==> config.mk <==
export PLATFORM = sky130hd
export DESIGN_NAME = pair_detect_sched_flat
export DESIGN_NICKNAME = d
export VERILOG_FILES = /design/src/rtl/pair_detect_sched_pkg.sv /design/src/rtl/pair_detect_sched_if.sv /design/src/rtl/pair_detect_sched_rr_arbiter.sv /design/src/rtl/pair_detect_sched.sv /design/src/flat_wrapper.sv
export SDC_FILE = /design/constraint.sdc
export NUM_CORES = 1
export LEC_CHECK = 0
export CAP_MARGIN = 30
export CORE_ASPECT_RATIO = 1.1
export CORE_MARGIN = 1
export CORE_UTILIZATION = 40
export CTS_BUF_LIST = sky130_fd_sc_hd__clkbuf_8 sky130_fd_sc_hd__clkbuf_16
export CTS_CLUSTER_DIAMETER = 100
export DETAILED_ROUTE_END_ITERATION = 7
export GPL_ROUTABILITY_DRIVEN = 0
export PLACE_DENSITY = 0.7
export SETUP_SLACK_MARGIN = 0.02
export SLEW_MARGIN = 25
export SYNTH_ARGS = -nofsm -noshare
export SYNTH_HDL_FRONTEND = slang
export SYNTH_SLANG_ARGS = --single-unit
==> constraint.sdc <==
create_clock -name clk -period 4.3 [get_ports clk]
set_input_delay 0.86 -clock clk [delete_from_list [all_inputs] [get_ports clk]]
set_output_delay 0.86 -clock clk [all_outputs]
set_load 0.01 [all_outputs]
==> src/rtl/pair_detect_sched_pkg.sv <==
// Shared types and the pair-detector transition function for pair_detect_sched.
package pair_detect_pkg;

    // Detector state encoding; IDLE and MATCH behave identically on the next bit,
    // which is what makes detection non-overlapping.
    typedef logic [1:0] state_t;

    localparam state_t IDLE  = 2'b00;
    localparam state_t ONE   = 2'b01;
    localparam state_t ZERO  = 2'b10;
    localparam state_t MATCH = 2'b11;

    // Next detector state for one serial bit.
    function automatic state_t next_state(input state_t cur, input logic b);
        state_t nxt;
        case (cur)
            ONE:     nxt = b ? MATCH : ZERO;
            ZERO:    nxt = b ? ONE : MATCH;
            default: nxt = b ? ONE : ZERO;
        endcase
        return nxt;
    endfunction

endpackage

==> src/rtl/pair_detect_sched_if.sv <==
// Channel-side bus of pair_detect_sched: requests, grants, results and counter read port.
interface pair_detect_sched_if #(
    parameter int NUM_CH = 4,
    parameter int CNT_W  = 8
) ();
    logic [NUM_CH-1:0]         req;
    logic [NUM_CH-1:0]         bit_in;
    logic [NUM_CH-1:0]         gnt;
    logic [NUM_CH-1:0]         clr;
    logic                      res_valid;
    logic [$clog2(NUM_CH)-1:0] res_ch;
    logic                      res_hit;
    logic [$clog2(NUM_CH)-1:0] rd_sel;
    logic [CNT_W-1:0]          rd_cnt;

    modport master (
        output req, bit_in, clr, rd_sel,
        input  gnt, res_valid, res_ch, res_hit, rd_cnt
    );

    modport slave (
        input  req, bit_in, clr, rd_sel,
        output gnt, res_valid, res_ch, res_hit, rd_cnt
    );
endinterface

==> src/rtl/pair_detect_sched_rr_arbiter.sv <==
// Round-robin arbiter: first eligible request at or above ptr, wrapping around.
module rr_arbiter #(
    parameter int NUM_CH = 4
) (
    input  logic [NUM_CH-1:0]         req,
    input  logic [$clog2(NUM_CH)-1:0] ptr,
    output logic [NUM_CH-1:0]         gnt,
    output logic [$clog2(NUM_CH)-1:0] idx,
    output logic                      any
);
    localparam int IW = $clog2(NUM_CH);

    int j;

    // Scan NUM_CH positions starting at ptr and take the first requester.
    always_comb begin
        gnt = '0;
        idx = '0;
        any = 1'b0;
        j   = 0;
        for (int k = 0; k < NUM_CH; k++) begin
            j = int'(ptr) + k;
            if (j >= NUM_CH) j = j - NUM_CH;
            if (!any && req[j]) begin
                any    = 1'b1;
                gnt[j] = 1'b1;
                idx    = j[IW-1:0];
            end
        end
    end
endmodule

==> src/rtl/pair_detect_sched.sv <==
// Time-shares one 00/11 pair detector across NUM_CH serial channels with
// per-channel context save/restore and saturating hit counters.
module pair_detect_sched
    import pair_detect_pkg::*;
#(
    parameter int NUM_CH = 4,
    parameter int CNT_W  = 8
) (
    input  logic          clk,
    input  logic          reset,
    pair_detect_sched_if.slave bus
);
    localparam int IW = $clog2(NUM_CH);
    localparam logic [CNT_W-1:0] CNT_MAX = '1;

    logic [NUM_CH-1:0] elig;
    logic [NUM_CH-1:0] gnt_w;
    logic [IW-1:0]     gidx;
    logic              gany;
    logic [IW-1:0]     ptr;

    state_t            ctx [NUM_CH];
    logic [CNT_W-1:0]  cnt [NUM_CH];

    state_t            cur_st;
    state_t            nxt_st;
    logic              hit_p0;
    logic [CNT_W-1:0]  rd_p0;

    logic              vld_p1;
    logic [IW-1:0]     ch_p1;
    logic              hit_p1;
    logic [CNT_W-1:0]  rd_p1;

    // A channel being cleared is held off this cycle; reset blocks all grants.
    assign elig = reset ? '0 : (bus.req & ~bus.clr);

    rr_arbiter #(.NUM_CH(NUM_CH)) u_arb (
        .req (elig),
        .ptr (ptr),
        .gnt (gnt_w),
        .idx (gidx),
        .any (gany)
    );

    assign bus.gnt = gnt_w;

    // ---- stage p0: restore granted context and run the detector ----
    assign cur_st = ctx[gidx];
    assign nxt_st = next_state(cur_st, bus.bit_in[gidx]);
    assign hit_p0 = (nxt_st == MATCH);
    assign rd_p0  = (int'(bus.rd_sel) < NUM_CH) ? cnt[bus.rd_sel] : '0;

    // Save the updated context, bump the counter, advance the pointer, apply clears.
    always_ff @(posedge clk) begin
        if (reset) begin
            ptr <= '0;
            for (int i = 0; i < NUM_CH; i++) begin
                ctx[i] <= IDLE;
                cnt[i] <= '0;
            end
        end else begin
            if (gany) begin
                ctx[gidx] <= nxt_st;
                if (hit_p0 && (cnt[gidx] != CNT_MAX)) begin
                    cnt[gidx] <= cnt[gidx] + 1'b1;
                end
                ptr <= (int'(gidx) == NUM_CH - 1) ? '0 : gidx + 1'b1;
            end
            for (int i = 0; i < NUM_CH; i++) begin
                if (bus.clr[i]) begin
                    ctx[i] <= IDLE;
                    cnt[i] <= '0;
                end
            end
        end
    end

    // ---- stage p1: one-cycle result strobe and counter readback ----
    // Register the result of this cycle's grant and the pre-update counter value.
    always_ff @(posedge clk) begin
        if (reset) begin
            vld_p1 <= 1'b0;
            ch_p1  <= '0;
            hit_p1 <= 1'b0;
            rd_p1  <= '0;
        end else begin
            vld_p1 <= gany;
            ch_p1  <= gany ? gidx : '0;
            hit_p1 <= gany & hit_p0;
            rd_p1  <= rd_p0;
        end
    end

    assign bus.res_valid = vld_p1;
    assign bus.res_ch    = ch_p1;
    assign bus.res_hit   = hit_p1;
    assign bus.rd_cnt    = rd_p1;

endmodule

==> src/flat_wrapper.sv <==
// flat-port wrapper written by rule: the top's interface ports become plain ports
module pair_detect_sched_flat import pair_detect_pkg::*;
#(
    parameter int NUM_CH = 4,
    parameter int CNT_W  = 8
)
  (clk, reset, bus_req, bus_bit_in, bus_clr, bus_rd_sel, bus_gnt, bus_res_valid, bus_res_ch, bus_res_hit, bus_rd_cnt);
  pair_detect_sched_if #(.NUM_CH(NUM_CH), .CNT_W(CNT_W)) bus_i ();
  input  logic clk;
  input  logic reset;
  input wire logic [$bits(bus_i.req)-1:0] bus_req;
  input wire logic [$bits(bus_i.bit_in)-1:0] bus_bit_in;
  input wire logic [$bits(bus_i.clr)-1:0] bus_clr;
  input wire logic [$bits(bus_i.rd_sel)-1:0] bus_rd_sel;
  output wire logic [$bits(bus_i.gnt)-1:0] bus_gnt;
  output wire logic [$bits(bus_i.res_valid)-1:0] bus_res_valid;
  output wire logic [$bits(bus_i.res_ch)-1:0] bus_res_ch;
  output wire logic [$bits(bus_i.res_hit)-1:0] bus_res_hit;
  output wire logic [$bits(bus_i.rd_cnt)-1:0] bus_rd_cnt;
  assign bus_i.req = bus_req;
  assign bus_i.bit_in = bus_bit_in;
  assign bus_i.clr = bus_clr;
  assign bus_i.rd_sel = bus_rd_sel;
  assign bus_gnt = bus_i.gnt;
  assign bus_res_valid = bus_i.res_valid;
  assign bus_res_ch = bus_i.res_ch;
  assign bus_res_hit = bus_i.res_hit;
  assign bus_rd_cnt = bus_i.rd_cnt;
  pair_detect_sched #(.NUM_CH(NUM_CH), .CNT_W(CNT_W)) u_core (.clk(clk), .reset(reset), .bus(bus_i));
endmodule
==> metrics.yaml <==
nets: 426
fp-row-count: 36
cts.path.max_buffers: 2
synth_edf_count: 40
wl_microns: 8845
cell_internal_pwr_mw: 0.9713
first_pass_iters: 4
ys_ff_latch: 54
clock_sinks: 54
r2r_setup_slack_ps: 540
met3RoutedLength_microns: 621
critPathArrivalTime_ps: 3270
netSwitchingPower_mw: 0.5328
path_class: "in -> out"
grt_antenna_before_repair: 0
period_share: 0.9598
gr-total-overflow: 0
synth_seq_area_share: 0.4052
ant_nets: 0
wl_met2_microns: 4267
grt_max_degree: 37
synthArstFlopShare: 0
status: "finished, final reports clean"
placed_cell_area_sq_um: 4258
fillers: 790
syn_area_per_cell_sq_um: 10.42
crit_path_start: "bus_req[2]"
drv_slew: 0
critPathMaxFanout: 4
min_period_ps: 4127
grt_pass1_wl_microns: 13900
wl_per_cell_microns: 17.34
drive_above_1_share: 0.1717
initial_core_util: 0.4120
port-buffer-count: 31
via_count: 3017
m1WireLength_microns: 3796
diodes: 0
dieArea_sq_um: 9527
hp-class: "reg -> reg"
hold_buffers: 0
cp-start-kind: "input port"
max_cap_viol_count: 0
htree_levels: 2
pre_cts_ws_ps: 0.1221
clk_pin_slew_ps: 110
worstReg2RegStart: "u_core.ptr[1]"
finClkSkew_ps: 13.05
p_leak_nw: 1.545
post_drt_via_cell_ratio: 5.916
setup_viol: 0
drc: 0
fin_ws_ps: 173.1
timing.fmax_ghz: 0.2423
top_layer: "met4"
die_w_microns: 93.16
cts_buffers: 5
pwr-share-comb: 0.372
postLayoutCellArea_sq_um: 4355
multi_input_area_sq_um: 2018
grt_use_total: 0.1854
worst_setup_path_end_kind: "output pin"
tightest_slew_ps: 508.4
ir_drop_uv: 133.7
syn_inst: 351
hold_violations: 0
die_h_microns: 102.3
drt_first_iter_violations: 241
post_cts_resized: 0
syn-num-nets: 382
ff2ff_path_depth: 14
cts-root-buf: "clkbuf_8"
cts_setup_buffers: 0
sw_frac_of_total: 0.3543
ys.flop_type: "edfxtp_1"
grt_pass1_vias: 2741
regArea_sq_um: 1481
ios: 32
post-dp-hpwl_microns: 6725
r2r-end: "u_core.cnt[3][6]"
yosys_warnings: 0
netlist_area_sq_um: 3656
grt_setup_unrepaired: "false"
synth.distinct_cells: 59
slew_headroom: 0.6600
cts_tree: "yes"
coreArea_sq_um: 8874
clk_latency_ps: 320
cp.required_ps: 3440
clkPwrFrac: 0.207
area_growth_pct: 19.13
pwr-share-seq: 0.421
endpoint: "bus_gnt[0]"
p_per_area_nw_per_um2: 345.3
==> area by class of cell <==
cell class	instances	area share
well taps	114	0.03275
clock inverters	3	0.006607
flip-flops and latches	54	0.3401
repair buffers	58	0.1293
clock buffers	5	0.01580
inverters	14	0.01207
multi-input cells	262	0.4634
==> sequential cells by signal (all words and copies together), names as in the netlist <==
register and flops:
u_core.cnt 32, u_core.bus.res_hit 1, u_core.ctx 8, u_core.bus.res_ch 2, u_core.bus.res_valid 1, u_core.bus.rd_cnt 8
u_core.ptr 2
==> cell families (layout without fill, tap and decap cells) <==
family | count (synthesis) | after routing | share of synthesized area
flip-flops | 54 | 54 | 0.4052
adder cells (fa/ha/maj) | 15 | 15 | 0.05133
AND/OR/NAND/NOR | 144 | 144 | 0.2139
XOR/XNOR | 6 | 6 | 0.01437
AO/OA/AOI/OAI | 52 | 52 | 0.1123
multiplexers | 45 | 45 | 0.1581
buffers and inverters | 35 | 80 | 0.04483
==> layer usage <==
layer,vias up,GRT usage
met4,0,0.05917
li1,1398,-
met2,156,0.3150
met5,-,0
met3,15,0.02530
met1,1448,0.2450
==> cell usage in the layout (no fill, tap or decap), types with 5 or more instances in the layout <==
master / Yosys / layout
ha_1: 15 / 15
nand2_1: 27 / 27
a21oi_1: 11 / 11
nor3_2: 5 / 5
clkdlybuf4s50_1: 0 / 31
buf_4: 3 / 23
a221o_1: 5 / 5
edfxtp_1: 40 / 40
o21ai_0: 7 / 7
nor2b_1: 13 / 13
mux4_2: 9 / 9
mux2_2: 5 / 5
inv_1: 12 / 12
nor3_1: 28 / 28
nand3_1: 12 / 12
nor2_1: 25 / 25
a211oi_1: 5 / 5
mux2i_1: 29 / 29
dfxtp_1: 14 / 14
nand2b_1: 6 / 6
and3_1: 7 / 7
clkbuf_8: 0 / 5
==> through the flow <==
step	setup TNS [ps]	hold slack [ps]	utilization	total power [mW]	std cells
global route	0	747.0	0.4908	1.580	510
CTS	0	715.5	0.4908	1.509	510
floorplan	-2569	678.5	-	0.9969	351
global placement	0	680.8	0.4798	1.190	502
finish	0	705.2	0.4908	1.504	510
detailed placement	0	692.8	0.4798	1.199	502
==> synth_stat cells (9+ instances only) <==
master    count  share of area
nand3_1      12          0.016
nor3_1       28          0.038
clkbuf_1     11          0.011
dfxtp_1      14          0.077
edfxtp_1     40           0.33
a21oi_1      11          0.015
nor2b_1      13          0.022
mux4_2        9          0.055
ha_1         15          0.051
nor2_1       25          0.026
nand2_1      27          0.028
mux2i_1      29          0.079
inv_1        12          0.012
==> power groups by stage <==
stage | combinational [mW] | sequential (mW) | clock [mW]
2_1_floorplan | 0.358 | 0.639 | 0
3_3_place_gp | 0.548 | 0.642 | 0
3_5_place_dp | 0.555 | 0.644 | 0
4_1_cts | 0.558 | 0.632 | 0.320
5_1_grt | 0.607 | 0.637 | 0.336
6_report | 0.560 | 0.633 | 0.311
==> worst min path at each step <==
stage | to | cells after the start | slack (ps) | startpoint
2_1_floorplan | u_core.bus.rd_cnt[4] | 2 | 680 | u_core.cnt[0][4]
5_1_grt | u_core.ptr[1] | 3 | 750 | u_core.ptr[1]
3_5_place_dp | u_core.ptr[1] | 3 | 690 | u_core.ptr[1]
4_1_cts | u_core.ptr[1] | 3 | 720 | u_core.ptr[1]
6_report | u_core.ptr[1] | 3 | 710 | u_core.ptr[1]
3_3_place_gp | u_core.ptr[1] | 3 | 680 | u_core.ptr[1]
==> critical path, stage by stage <==
cell and delay, ps:
clkdlybuf4s50_1 500, or3b_4 420, a21oi_4 200, buf_4 150
and3_1 140, a21oi_1 40, nor2_1 230, a221o_1 200
clkdlybuf4s50_1 530
Power figures use the tool's default switching activity.
